## src/rtl/regfile_wb_arbiter.sv

```systemverilog
// regfile_wb_arbiter
//   Sole writer of the integer register file. After reset it zero-fills
//   x1..x(2**ADDR_W-1) through the write port. It then arbitrates ALU and LSU
//   write-back requests onto that port. The LSU normally wins a conflict. An
//   ALU that has lost STARVE_MAX arbitrations in a row takes priority.
//
// Handshake: a requester raises valid with rd/data stable. The request is
//   accepted in any cycle where valid && ready. ready is combinational from
//   valid and the starvation state. An accepted request appears on the write
//   port one cycle later. A requester keeps valid, rd and data unchanged until
//   it is accepted.
//
// Ports:
//   clk, rst                 clock, asynchronous active-low reset
//   alu_valid/rd/data/ready  ALU write-back request channel
//   lsu_valid/rd/data/ready  LSU load-return write-back request channel
//   rdWrite/rdAddr/rdData    registered register-file write port
//   init_done                registered, high once the zero-fill has completed
//   dbg_state                current FSM state (0 = CLEAR, 1 = RUN)
//   dbg_scnt                 current starvation count
module regfile_wb_arbiter #(
    parameter int DATA_W         = 32,
    parameter int ADDR_W         = 5,
    parameter int STARVE_MAX     = 3,
    parameter int CLEAR_ON_RESET = 1
) (
    input  logic              clk,
    input  logic              rst,
    input  logic              alu_valid,
    input  logic [ADDR_W-1:0] alu_rd,
    input  logic [DATA_W-1:0] alu_data,
    output logic              alu_ready,
    input  logic              lsu_valid,
    input  logic [ADDR_W-1:0] lsu_rd,
    input  logic [DATA_W-1:0] lsu_data,
    output logic              lsu_ready,
    output logic              rdWrite,
    output logic [ADDR_W-1:0] rdAddr,
    output logic [DATA_W-1:0] rdData,
    output logic              init_done,
    output logic              dbg_state,
    output logic [3:0]        dbg_scnt
);

    typedef enum logic {
        ST_CLEAR = 1'b0,
        ST_RUN   = 1'b1
    } state_t;

    localparam logic [ADDR_W-1:0] LAST_REG    = '1;
    localparam logic [ADDR_W-1:0] FIRST_REG   = ADDR_W'(1);
    localparam logic [3:0]        STARVE_LIM  = 4'(STARVE_MAX);
    localparam state_t            RESET_STATE = (CLEAR_ON_RESET != 0) ? ST_CLEAR : ST_RUN;
    localparam logic              RESET_INIT  = (CLEAR_ON_RESET != 0) ? 1'b0 : 1'b1;

    state_t            r_state;
    state_t            w_next_state;
    logic [ADDR_W-1:0] r_ptr;
    logic [3:0]        r_scnt;
    logic              r_wr;
    logic [ADDR_W-1:0] r_addr;
    logic [DATA_W-1:0] r_data;
    logic              r_init;
    logic              w_pri_alu;
    logic              w_alu_ready;
    logic              w_lsu_ready;

    // Next state and grant. Both readies stay low while clearing, so no
    // request can be lost behind the zero-fill.
    always_comb begin
        w_next_state = r_state;
        w_alu_ready  = 1'b0;
        w_lsu_ready  = 1'b0;
        w_pri_alu    = (r_scnt >= STARVE_LIM);
        case (r_state)
            ST_CLEAR: begin
                if (r_ptr == LAST_REG) begin
                    w_next_state = ST_RUN;
                end
            end
            ST_RUN: begin
                w_lsu_ready = lsu_valid && !(w_pri_alu && alu_valid);
                w_alu_ready = alu_valid && (!lsu_valid || w_pri_alu);
            end
            default: ;
        endcase
    end

    always_ff @(posedge clk or negedge rst) begin
        if (!rst) begin
            r_state <= RESET_STATE;
        end else begin
            r_state <= w_next_state;
        end
    end

    always_ff @(posedge clk or negedge rst) begin
        if (!rst) begin
            r_wr   <= 1'b0;
            r_addr <= '0;
            r_data <= '0;
            r_init <= RESET_INIT;
            r_ptr  <= FIRST_REG;
            r_scnt <= '0;
        end else begin
            if (r_state == ST_CLEAR) begin
                r_wr   <= 1'b1;
                r_addr <= r_ptr;
                r_data <= '0;
                r_ptr  <= r_ptr + FIRST_REG;
                if (r_ptr == LAST_REG) begin
                    r_init <= 1'b1;
                end
            end else if (w_alu_ready) begin
                // x0 is hardwired to zero: the request is accepted but no write
                // is issued, and the port keeps its previous address/data.
                r_wr <= (alu_rd != '0);
                if (alu_rd != '0) begin
                    r_addr <= alu_rd;
                    r_data <= alu_data;
                end
            end else if (w_lsu_ready) begin
                r_wr <= (lsu_rd != '0);
                if (lsu_rd != '0) begin
                    r_addr <= lsu_rd;
                    r_data <= lsu_data;
                end
            end else begin
                r_wr <= 1'b0;
            end

            // Counts consecutive cycles in which the ALU waited, saturating at 15.
            if (alu_valid && !w_alu_ready) begin
                if (r_scnt != 4'hF) begin
                    r_scnt <= r_scnt + 4'd1;
                end
            end else begin
                r_scnt <= '0;
            end
        end
    end

    assign alu_ready = w_alu_ready;
    assign lsu_ready = w_lsu_ready;
    assign rdWrite   = r_wr;
    assign rdAddr    = r_addr;
    assign rdData    = r_data;
    assign init_done = r_init;
    assign dbg_state = r_state;
    assign dbg_scnt  = r_scnt;

endmodule

```

## config.mk

```make
export PLATFORM = sky130hd
export DESIGN_NAME = regfile_wb_arbiter
export DESIGN_NICKNAME = d
export VERILOG_FILES = /design/src/rtl/regfile_wb_arbiter.sv
export SDC_FILE = /design/constraint.sdc
export NUM_CORES = 1
export LEC_CHECK = 0
export BUFFER_PORTS_ARGS = -buffer_cell sky130_fd_sc_hd__buf_2
export CAP_MARGIN = 20
export CORE_ASPECT_RATIO = 0.7
export CORE_MARGIN = 5
export CORE_UTILIZATION = 46
export DETAILED_ROUTE_END_ITERATION = 6
export GPL_TIMING_DRIVEN = 0
export PLACE_DENSITY = 0.78
export SLEW_MARGIN = 20
export SYNTH_ARGS = -nofsm -noshare
export SYNTH_HDL_FRONTEND = slang
export SYNTH_SLANG_ARGS = --single-unit
```

## constraint.sdc

```tcl
create_clock -name clk -period 5.9 [get_ports clk]
set_input_delay 0.295 -clock clk [delete_from_list [all_inputs] [get_ports clk]]
set_output_delay 0.295 -clock clk [all_outputs]
set_load 0.005 [all_outputs]
```

Word-level counts from Yosys, hierarchy flattened:

Index checks and enable logic that the tools add are counted.

* add/subtract/negate cells: 2
* multiply operators: 0
* divide/modulo/power cells: 0
* magnitude comparators: 1
* equal/unequal tests: 6
* shifts and indexed selects: 0
* multiplexer cells: 19
* bitwise gates (word level): 1
* reduce and logical (&&, ||, !) cells: 12

Operators by type and width (count)
* 2-to-1 mux 32 bit: 5
* 2-to-1 mux 5 bit: 5
* nonzero test 5 bit: 2
* 2-to-1 mux 4 bit: 2
* 2-to-1 mux 1 bit: 7
* != test 3 x 2 -> 1 bit (second input constant): 2
* adder 5 x 1 -> 5 bit (second input constant): 1
* equality test 5 bit (second input constant): 1
* adder 4 x 1 -> 4 bit (second input constant): 1
* >= comparator 4 x 2 -> 1 bit (second input constant): 1
* logical AND 1 bit: 4
* != test 4 bit (second input constant): 1
* logical NOT 1 bit: 3
* != test 3 x 1 -> 1 bit (second input constant): 1
* AND reduction 3 bit: 1
* != test 2 x 1 -> 1 bit (second input constant): 1
* AND reduction 2 bit: 1
* logical OR 1 bit: 1
* NOT 1 bit: 1

* flip-flop bits (word level): 49
* bits in latches: 0
* memory bits (writable): 0
* ROM bits: 0
* input port bits: 78
* output and inout port bits: 46
* word-level logic and storage cells: 48
* memories: 0

Longest topological paths before layout:

Gate-level depths: netlist of the first run.

* depth in word-level cells: 8
* gate-level depth with buffers: 8
* gate-level depth less buffers: 5

Worst setup path after synthesis of the first run:

Ideal clock, no wire load.

* path type: flip-flop to flip-flop
* start point: register r_scnt[0] (netlist: dbg_scnt[0])
* end point: register r_addr[0] (netlist: rdAddr[0])
* setup time: 127 ps
* arrival: 1916 ps
* required time: 5773 ps
* slack: 3857 ps
* cell stages (with the launch flop): 9
* path buffers: 3
* clock period less this slack: 2043 ps
* path through: dfrtp_1 ha_1 or4b_1 buf_2 o211ai_2 nand3_1 buf_4 buf_6 mux2i_1

* word-level cells in the longest chain between the ends: 7
* elaborated cells on any way between the ends: 14
* those cells by class: order compare: 1; eq/ne: 3; mux: 4; reduce/logical: 6

RTL lines
* from (decl): line 59 `logic [3:0] r_scnt;`
* from (signal assigned): line 135 `r_scnt <= r_scnt + 4'd1;`
* >= comparator 4 x 2 -> 1 bit *: line 74 `w_pri_alu = (r_scnt >= STARVE_LIM);`
* logical AND 1 bit: line 82 `w_lsu_ready = lsu_valid && !(w_pri_alu && alu_valid);`
* logical NOT 1 bit: line 82
* logical AND 1 bit: line 82
* 2-to-1 mux 1 bit: line 75 `case (r_state)`
* != test 3 x 2 -> 1 bit (no source line)
* AND reduction 3 bit (no source line)
* to (signal assigned): line 108 `r_addr <= r_ptr;`
* to (signal assigned): line 119 `r_addr <= alu_rd;`
* to (signal assigned): line 125 `r_addr <= lsu_rd;`
* to (decl): line 61 `logic [ADDR_W-1:0] r_addr;`

Mark *: on every way between the ends. The rest lies on a longest branch, timed or not.
A chain may end at the register's enable or synchronous reset.

Final worst setup path of the first run:

* start point: register r_scnt[0] (netlist: dbg_scnt[0])
* end point: output port alu_ready

* word-level cells in the longest chain between the ends: 4

RTL lines
* >= comparator 4 x 2 -> 1 bit: line 74
* logical OR 1 bit: line 83 `w_alu_ready = alu_valid && (!lsu_valid || w_pri_alu);`
* logical AND 1 bit: line 83
* 2-to-1 mux 1 bit: line 75
* to (decl): line 32 `output logic alu_ready,`

Every way passes these cells.

==> results.toml, run 1 <==
[grt]
grt-ovfl-total = 0
grt_start_max_net_pins = 50
grt_pass1_wl_um = 12300
gr-usage-all-layers = 0.193
grt_pass1_vias = 2541
antenna_found_initial = 0

[synth]
synth_top_area_share = 0.422
synth_top_cell_by_area = "dfrtp_1"
synth_top_flop_cell = "dfrtp_1"
yosys.cell_types.count = 30
synth_fp_nets = 384
yosysWarnings = 0
synth_area_per_cell_um2 = 9.39
synthTopCellsByArea = "dfrtp_1, mux2i_1, a21boi_0"
synth_edf_count = 0
ys_ff_latch = 49
yosysSeqAreaShare = 0.431
syn_inst = 303
async_reset_ff_frac = 1.00
synth_area_mm2 = 0.00285

[setup_path]
regToRegStartpoint = "dbg_scnt[0]$_DFFE_PN0P_"
crit_top_cell = "buf_2"
cp-start-kind = "flip-flop"
crit_family = "simple AND/OR/NAND/NOR gates"
cp_num_buf_inv = 3
worst_setup_path_end_kind = "primary output"
path_cells = "ha_1 -> or4b_1 -> buf_2 -> clkbuf_1 -> and3_1 -> buf_2"
critPathLaunch = "dbg_scnt[0]$_DFFE_PN0P_"
critPathSlowestCell = "or4b_1"
cp_max_fo = 10
r2r_slack_ns = 3.53
r2r-end = "rdData[4]$_DFFE_PN0P_"
slowest_delay_ns = 0.47
critPathCapture = "alu_ready"
rr_worst_depth = 7
cp.depth = 6
critical_path_class = "flip-flop to primary output"
critPathArrivalTime_ns = 2.23
required_ns = 5.61

[place]
place_inst = 504
gp_congestion = 0.833
portBuffers = 123
dp_hpwl_um = 6010

[cts]
clock_sinks = 49
htreeDepth = 2
clk_latency_ns = 0.29
cts-buffers-inserted = 5
cts_hold_buf = 0
max-clock-path-buffers = 2
root_buffer = "clkbuf_8"
cts_tree = "yes"
post_cts_buffers = 0
cts_resized = 0
path_clk_slew_ns = 0.09

[routing]
final_antenna_net_count = 0
wl_per_cell_um = 15.4
vias = 2682
drcViolationCount = 0
viasPerCell = 5.24
drt-total-wl_um = 7880
dr.pass1.iters = 4
drtIter0Drc = 132

[die]
io_pins = 124
die_h_um = 75.8
die_area_mm2 = 0.00788
core-area_mm2 = 0.00613
die_w_um = 104
rows = 24
start_util = 0.464

[cells_and_area]
fillers = 573
insertedDiodeCount = 0
final_cell_mix = "buf_2, dfrtp_1, inv_1, mux2i_1, a21boi_0"
finalNonFillerCells = 512
multiInputGateArea_mm2 = 0.00136
layout-drive-gt1-share = 0.323
area_delta_synth_final_pct = 28.3
seqCellArea_mm2 = 0.00123
final_nets = 514
final_common_cell = "buf_2"

[timing]
rsz0062_at_grt = "false"
fin_setup_tns_ns = 0
final_hold_viol_count = 0
hold_slack_ns = 0.0164
fin_crit_sh = 0.428
worstMarginPinSlew_ns = 0.647
skew_ns = 0.00821
relSlewSlack = 0.567
max_freq_ghz = 0.396
min_period_ns = 2.52
setup_viol = 0
slew_viol_final = 0

[run]
max_cap_violations = 0

[outcome]
outcome = "finished, final reports clean"

[worst_hold_path]
hp-class = "input port to asynchronous set/reset pin"

[pwr]
leakage_nw = 2.11
ir_drop_v = 0.0000903
power_density_mw_per_mm2 = 216
## state kept, by name, indices dropped and copies added, names as in the netlist
| register | count |
|---|---|
| init_done | 1 |
| r_ptr | 5 |
| dbg_scnt | 4 |
| dbg_state | 1 |
| rdAddr | 5 |
| rdData | 32 |
| rdWrite | 1 |
## logic make-up (layout without fill, tap and decap cells)
logic type	after synthesis	after routing	share of synthesized area
muxes	40	40	0.142
xor gates and xnor gates	4	4	0.0123
and+or+nand+nor	60	60	0.124
AOI/OAI and AO/OA	84	84	0.187
buffers and inverters	63	194	0.0906
adders and majority gates	3	3	0.0132
DFF	49	49	0.431
## cells in the mapped netlist, types with 2 or more instances
library cell  instances
or4_1                 2
a21boi_0             37
and3_1               34
o21ai_1              32
buf_2                 2
mux2_2                2
o22ai_1               6
o21ai_0               6
nor3_1                2
buf_6                 2
mux2i_1              38
nor2_1                6
clkbuf_1             20
xnor2_1               4
nand2_1               7
inv_1                38
nand3_1               3
ha_1                  3
dfrtp_1              48
## final cells by class
| cell class | instances | share of cell area |
|---|---|---|
| clock buffers | 8 | 0.0247 |
| flip-flops and latches | 49 | 0.336 |
| plain buffers | 25 | 0.0315 |
| inverters | 38 | 0.0391 |
| multi-input cells | 191 | 0.373 |
| repair buffers | 123 | 0.169 |
| well taps | 78 | 0.0267 |
## layer usage
layer	vias to the layer above	track usage	wire, um
met1	1270	0.276	3730
met3	4	0.0525	638
met4	0	0.0259	22
met5	-	0	0
li1	1306	-	-
met2	102	0.304	3490
## per-stage QoR
step	instance area (um^2)	utilization	total power, mW	setup WS (ns)
floorplan	2850	-	0.494	3.86
global placement	3560	0.581	0.585	3.61
detailed placement	3560	0.581	0.590	3.55
CTS	3650	0.596	0.795	3.37
global route	3650	0.596	0.834	3.30
finish	3650	0.596	0.789	3.38
## report_power, final
part | switching (mW) | total, mW | internal (mW)
Clock | 0.110 | 0.206 | 0.0960
Combinational | 0.0953 | 0.189 | 0.0940
Sequential | 0.0204 | 0.393 | 0.373
Total | 0.226 | 0.789 | 0.563
## worst min-delay path by stage
stage	start	endpoint	slack, ns	cells after the start
after floorplan	rst	dbg_scnt[0]$_DFFE_PN0P_	-0.0006	0
after global placement	init_done$_DFFE_PN0P_	init_done$_DFFE_PN0P_	0.46	1
after detailed placement	init_done$_DFFE_PN0P_	init_done$_DFFE_PN0P_	0.45	1
after CTS	rst	rdData[28]$_DFFE_PN0P_	0.24	1
after global routing	rst	rdData[30]$_DFFE_PN0P_	0.07	1
final	rst	rdData[28]$_DFFE_PN0P_	0.02	1
## worst reg2reg max path, cell delays in order (launching register included)
cell     delay (ns)
dfrtp_1        0.43
ha_1           0.29
nor4b_2        0.58
o22ai_1        0.20
nand3_1        0.14
buf_4          0.23
buf_6          0.21
mux2i_1        0.21
(Power assumes the default switching activity.)
==> run 2: changes to the inputs <==
clock period = 2.6 ns   (was 5.9 ns; I/O delays follow)
==> run 2 against run 1 <==
Effect of this change: flip-flop and latch count unchanged; final cell count up 0.20%; setup slack worse by 3.1 ns; non-clock buffer count rose by 1; sequential share of layout area fell by 0.092 points; critical endpoint is now rdData[4]$_DFFE_PN0P_; largest power group unchanged.
==> results.toml, run 2 (synthesis results as in run 1) <==
[timing]
fin_crit_sh = 0.911
setup_viol = 0
min_period_ns = 2.37
hold_slack_ns = 0.264
max_freq_ghz = 0.422
fin_setup_tns_ns = 0
rsz0062_at_grt = "false"
skew_ns = 0.00821
relSlewSlack = 0.567
slew_viol_final = 0
final_hold_viol_count = 0
worstMarginPinSlew_ns = 0.647

[setup_path]
regToRegStartpoint = "dbg_scnt[0]$_DFFE_PN0P_"
required_ns = 2.81
cp_max_fo = 10
rr_worst_depth = 7
cp-start-kind = "flip-flop"
path_cells = "ha_1 -> nor4b_2 -> o22ai_1 -> nand3_1 -> buf_4 -> buf_6 -> mux2i_1"
slowest_delay_ns = 0.58
critPathSlowestCell = "nor4b_2"
critical_path_class = "flip-flop to flip-flop"
worst_setup_path_end_kind = "flip-flop"
r2r-end = "rdData[4]$_DFFE_PN0P_"
critPathLaunch = "dbg_scnt[0]$_DFFE_PN0P_"
critPathArrivalTime_ns = 2.58
r2r_slack_ns = 0.23

[routing]
viasPerCell = 5.23
dr.pass1.iters = 4
wl_per_cell_um = 15.4
drt-total-wl_um = 7890
drtIter0Drc = 124
drcViolationCount = 0
final_antenna_net_count = 0
vias = 2684

[cells_and_area]
area_delta_synth_final_pct = 28.7
final_area_mm2 = 0.00366
final_cell_mix = "buf_2, dfrtp_1, inv_1, mux2i_1, a21boi_0"
multiInputGateArea_mm2 = 0.00136
finalNonFillerCells = 513
seqCellArea_mm2 = 0.00123
final_nets = 515
insertedDiodeCount = 0
layout-drive-gt1-share = 0.322
final_common_cell = "buf_2"
fillers = 572
post-route-util = 0.598
largest_reg_flops = 32

[grt]
grt_start_max_net_pins = 50
antenna_found_initial = 0
grt_pass1_wl_um = 12300
gr-usage-all-layers = 0.193
grt_pass1_vias = 2541
grt-ovfl-total = 0

[place]
place_inst = 504
dp_hpwl_um = 6010
portBuffers = 123
gp_congestion = 0.833
place_area_mm2 = 0.00356

[cts]
cts_tree = "yes"
path_clk_slew_ns = 0.09
clk_latency_ns = 0.29
cts-buffers-inserted = 5
htreeDepth = 2
max-clock-path-buffers = 2
root_buffer = "clkbuf_8"
post_cts_buffers = 0
clock_sinks = 49

[run]
max_cap_violations = 0

[pwr]
ir_drop_v = 0.000205
power_frac_clock = 0.261
power.internal_mw = 1.28
pwr-share-comb = 0.241
swShare = 0.287
seqPwrFrac = 0.498
leakage_nw = 2.12
power_density_mw_per_mm2 = 489
p_switching_uw = 513

[die]
rows = 24
die_area_mm2 = 0.00788
start_util = 0.464
die_w_um = 104
core-area_mm2 = 0.00613
die_h_um = 75.8
io_pins = 124

[worst_hold_path]
hold_start = "alu_data[16]"
hold_end = "rdData[16]$_DFFE_PN0P_"
hold_path_depth = 4
hp-class = "input port to flip-flop"

[outcome]
outcome = "finished, final reports clean"
-- run 2: area by class of cell --
class	count	share of cell area
Multi-Input combinational cell	191	0.371
Tap cell	78	0.0267
Clock buffer	8	0.0246
Inverter	38	0.0390
Sequential cell	49	0.335
Buffer	25	0.0314
Timing Repair Buffer	124	0.172
-- run 2: power groups by stage --
| stage | Combinational, mW | Clock, mW | Sequential, mW |
|---|---|---|---|
| 3_5_place_dp | 0.434 | 0 | 0.906 |
| 6_report | 0.431 | 0.468 | 0.892 |
| 3_3_place_gp | 0.423 | 0 | 0.905 |
| 5_1_grt | 0.486 | 0.504 | 0.903 |
| 2_1_floorplan | 0.210 | 0 | 0.912 |
| 4_1_cts | 0.435 | 0.477 | 0.892 |
-- run 2: timing repair --
item / 4_1_cts / 5_1_grt
gates resized for setup: 0 / 0
endpoints found under the hold margin: 0 / 48
hold buffers: 0 / 1
-- run 2: worst max-delay path by stage --
stage | slack, ns | end | cells past startpoint
after global placement | 0.31 | rdData[1]$_DFFE_PN0P_ | 7
after floorplan | 0.56 | rdAddr[0]$_DFFE_PN0P_ | 8
after global routing | 0.001 | rdData[31]$_DFFE_PN0P_ | 7
after detailed placement | 0.25 | rdData[4]$_DFFE_PN0P_ | 7
after CTS | 0.22 | rdData[4]$_DFFE_PN0P_ | 7
final | 0.23 | rdData[4]$_DFFE_PN0P_ | 7
-- run 2: layer usage --
layer,vias up,global-route usage,part of all wire
met1,1270,0.276,0.48
met5,-,0,0
li1,1308,-,-
met4,0,0.0259,0.0028
met3,4,0.0525,0.079
met2,102,0.304,0.44
-- run 2: through the flow --
stage	total power [mW]	setup WS, ns
after floorplan	1.12	0.557
after global placement	1.33	0.314
after detailed placement	1.34	0.253
after CTS	1.80	0.218
after global routing	1.89	0.00132
final	1.79	0.233
-- run 2: worst max-delay path, delay by kind of cell (launching register included) --
| kind | cells | cell delay (ns) |
|---|---|---|
| fa+ha+maj | 1 | 0.29 |
| mux | 1 | 0.21 |
| compound gates | 1 | 0.19 |
| buf+inv | 2 | 0.44 |
| flops | 1 | 0.43 |
| simple gates | 2 | 0.72 |
